**config.mk**
```make
export PLATFORM = sky130hd
export DESIGN_NAME = mem_access_stage
export DESIGN_NICKNAME = d
export VERILOG_FILES = /design/src/rtl/mem_access_stage.sv
export SDC_FILE = /design/constraint.sdc
export NUM_CORES = 1
export LEC_CHECK = 0
export CAP_MARGIN = 20
export CELL_PAD_IN_SITES_DETAIL_PLACEMENT = 0
export CELL_PAD_IN_SITES_GLOBAL_PLACEMENT = 1
export CORE_MARGIN = 2
export CORE_UTILIZATION = 29
export CTS_CLUSTER_DIAMETER = 100
export DETAILED_ROUTE_END_ITERATION = 8
export PLACE_DENSITY = 0.83
export SETUP_SLACK_MARGIN = 0.2
export SLEW_MARGIN = 20
export SYNTH_ARGS = -nofsm -noshare
export SYNTH_HDL_FRONTEND = slang
export SYNTH_SLANG_ARGS = --single-unit
export TNS_END_PERCENT = 10
```
**constraint.sdc**
```tcl
create_clock -name clk -period 2.8 [get_ports clk]
set_clock_uncertainty 0.05 [all_clocks]
set_input_delay 0.56 -clock clk [delete_from_list [all_inputs] [get_ports clk]]
set_output_delay 0.56 -clock clk [all_outputs]
set_load 0.01 [all_outputs]
```
**src/rtl/mem_access_stage.sv**
```systemverilog
// mem_access_stage: MEM stage driving a req/ack data bus, stalling upstream while an access is outstanding.
// State advances on the falling clock edge; rst is asynchronous and active-low.
module mem_access_stage #(
  parameter int TIMEOUT = 16
) (
  input  logic        clk,
  input  logic        rst,
  input  logic        in_valid,
  input  logic        in_MemRead,
  input  logic        in_MemWrite,
  input  logic [31:0] in_ALUresult,
  input  logic [31:0] in_writeData,
  input  logic [4:0]  in_writeReg,
  input  logic [1:0]  in_WB,
  output logic        stall,
  output logic        mem_req,
  output logic        mem_we,
  output logic [31:0] mem_addr,
  output logic [31:0] mem_wdata,
  input  logic [31:0] mem_rdata,
  input  logic        mem_ack,
  output logic [31:0] M_ALUresult,
  output logic [31:0] M_readData,
  output logic [4:0]  M_writeReg,
  output logic [1:0]  M_WB,
  output logic        fault
);
  localparam int CW = $clog2(TIMEOUT) + 1;
  localparam logic [1:0] IDLE = 2'd0, BUSY = 2'd1, DONE = 2'd2;
  logic [1:0]    state;
  logic [CW-1:0] cnt;
  logic          memop, misaligned;
  assign memop       = in_valid & (in_MemRead | in_MemWrite);
  assign misaligned  = in_ALUresult[1:0] != 2'b00;
  assign stall       = (state == IDLE && memop) || state == BUSY;
  assign M_ALUresult = in_ALUresult;
  assign M_writeReg  = in_writeReg;
  // A faulted instruction reaches writeback as a bubble.
  assign M_WB        = (stall || (state == DONE && fault)) ? 2'b00 : in_WB;
  always_ff @(negedge clk or negedge rst) begin
    if (!rst) begin
      state      <= IDLE;
      mem_req    <= 1'b0;
      mem_we     <= 1'b0;
      mem_addr   <= '0;
      mem_wdata  <= '0;
      M_readData <= '0;
      fault      <= 1'b0;
      cnt        <= '0;
    end else begin
      case (state)
        IDLE: if (memop) begin
          if (misaligned) begin
            state <= DONE;
            fault <= 1'b1;
          end else begin
            state     <= BUSY;
            mem_req   <= 1'b1;
            mem_we    <= in_MemWrite & ~in_MemRead;
            mem_addr  <= in_ALUresult;
            mem_wdata <= in_writeData;
            cnt       <= '0;
          end
        end
        // An ack arriving on the timeout edge still completes cleanly.
        BUSY: if (mem_ack) begin
          state   <= DONE;
          mem_req <= 1'b0;
          if (!mem_we) M_readData <= mem_rdata;
        end else if (cnt == CW'(TIMEOUT - 1)) begin
          state   <= DONE;
          mem_req <= 1'b0;
          fault   <= 1'b1;
        end else begin
          cnt <= cnt + 1'b1;
        end
        default: begin
          state <= IDLE;
          fault <= 1'b0;
        end
      endcase
    end
  end
endmodule
```
==> impl_metrics.ini <==
[status]
outcome = finished, violations left
violations = negative setup slack

[power]
ir_drop_mv = 0.329
p_leak_nw = 3.47
power_density_nw_per_um2 = 780

[timing]
finalHoldViolCount = 0
rsz0062_at_grt = true
setup_viol = 171
setup_ws_ps = -560
slew_headroom_pct = 80.9
drv_slew = 0
worst_pin_slew_ps = 285
whs_ps = 379

[global_route]
grt_use_met1_pct = 16.6
gr-usage-all-layers_pct = 14.9
grt_pass1_wl_um = 18800
grt_pass1_vias = 3537
grt.busiest_layer = met2
grt_util_met2_pct = 27.0
grt_max_degree = 53
grt_remaining_overflow = 0
antenna_found_initial = 0
grtUsageMet3_pct = 3.31

[placement]
io_buffers = 237
pre_cts_ws_ps = -1120
hpwl_um = 8740
place.gp.congestion = 0.772

[die]
ioPinCount = 248
core_area_sq_um = 15000
dieArea_sq_um = 16300
start_util_pct = 29.5
die_height_um = 128
fp-row-count = 45
die_w_um = 128

[clocking]
cts.root.buffer_cell = clkbuf_16
cts_tree = built
path_clk_slew_ps = 50
cts_buffer_depth = 2
cts_buffers = 9
clkSinkCount = 106
ctsHoldBuffers = 0
clk_latency_ps = 350
h-tree-depth = 3

[logic_synthesis]
synth_top_area_share_pct = 59.9
synthFlopType = dfrtn_1
yosys-top-cells-count = dfrtn_1, mux2_1, buf_4
avgSynthCellArea_sq_um = 15.0
yosysUniqueCellTypes = 31
yosys_register_bits = 106
syn_inst = 295
ys_warn_count = 0
synth_edf_count = 0
synth_area_sq_um = 4430
async_flop_share_pct = 100
syn-num-nets = 406
ys_seq_area_share_pct = 59.9
synth_area_leaders = dfrtn_1, mux2_1, buf_4
yosysMostFrequentCell = dfrtn_1
yosys.area.top_type = dfrtn_1

[final_layout]
area.growth.synth_to_final_pct = 70.1
drive_gt1_share_pct = 49.1
insertedDiodeCount = 0
n_fill_cell = 1290
nNetsFinal = 656

[min_path]
holdCritPathClass = reg2reg

[setup_path]
worstPathCellList = buf_6 > or4_4 > nor2_4 > buf_6 > buf_12 > buf_6 > buf_6 > mux2_4
worstPathMaxFanout = 8
crit_path_max_incr_delay_ps = 550
arrival_ps = 2110
startpoint_type = primary input
required_ps = 1550
cpMostUsedCell = buf_6
critPathSlowestCell = or4_4
criticalPathCategory = in2reg
end_kind = flip-flop

[routing]
via_count = 3274
drtIter0Drc = 102
routedWlPerCell_um = 16.6
via_per_inst = 4.44
drc_errors = 0
drtPass1Iterations = 4
final_antenna_net_count = 0
routed_wirelength_um = 12200

[run]
maxCapViolCount = 0
worst max-delay path, delay by kind of cell:
kind,cells,cell delay [ps]
mux,1,300
simple gates,2,680
buf+inv,5,570
registers in the layout, indices dropped and copies added, names as in the netlist:
signal / flops
mem_addr: 32
fault: 1
mem_we: 1
cnt: 5
mem_wdata: 32
M_readData: 32
state: 2
mem_req: 1
placed cells by master, fill, tap and decap left out, types with 3 or more instances in the layout:
cell and n:
nor2b_1 3, mux2_2 22, buf_2 71, buf_4 24
o211ai_1 4, inv_2 3, buf_6 48, mux2_4 57
buf_16 3, clkinv_2 3, clkbuf_16 9, mux2_1 15
clkdlybuf4s50_1 128, dfrtn_1 106, a21oi_1 3, buf_12 7
buf_8 7
kinds of logic after synthesis:
| kind of cell | Yosys count | synth area share, % |
|---|---|---|
| buffers and inverters | 53 | 9.30 |
| adders and majority gates | 2 | 0.565 |
| AOI/OAI and AO/OA | 19 | 3.02 |
| muxes | 95 | 24.1 |
| and+or+nand+nor | 20 | 3.08 |
| DFF | 106 | 59.9 |
metal layers:
layer / wire (um) / vias to the layer above
met1: 4470 / 1640
met2: 6730 / 117
met3: 738 / 18
met4: 269 / 0
met5: 0 / -
li1: - / 1499
report_power, final:
group	internal (mW)	switching (mW)	total [mW]
registers	2.12	0.326	2.44
clock network	0.715	0.546	1.26
logic	1.34	0.833	2.17
per-stage QoR:
stage               TNS, ps  cell area (sq um)  std cells  total power [mW]  utilization (%)
floorplan            -48980               4430        295              3.16                -
global placement    -115690               7010        710              4.59             46.6
detailed placement  -118350               7010        710              4.67             46.6
CTS                  -48150               7360        738              5.81             48.9
global route         -50230               7530        738              6.20             50.1
finish               -43710               7530        738              5.87             50.1
final cells by class:
class                   count  area, sq um  area share (%)
flip-flops and latches    106         2650            35.2
clock buffers              11          243            3.22
clock inverters             5         53.8           0.714
well taps                 188          235            3.12
multi-input cells         136         1650            21.9
repair buffers            288         2690            35.6
inverters                   4         15.0           0.199
worst paths after layout:
kind | start | end | slack [ps] | cells after the start
min reg2reg | mem_wdata[3] | mem_wdata[3] | 380 | 1
min | mem_wdata[3] | mem_wdata[3] | 380 | 1
min in group asynchronous | rst | state[0] | 1270 | 1
max reg2reg | state[0] | mem_addr[18] | 490 | 9
max in group asynchronous | rst | mem_wdata[22] | 890 | 2
max | in_ALUresult[1] | mem_addr[18] | -560 | 8
repair_timing:
| action | in CTS | in global routing |
|---|---|---|
| endpoints found under the setup margin | 208 | 208 |
| setup buffers | 9 | 0 |
| pin swaps | 8 | 7 |
| hold endpoints to repair | 0 | 0 |
| gates resized for setup | 528 | 43 |
| cloned | 3 | 0 |
Power figures use the tool's default switching activity.
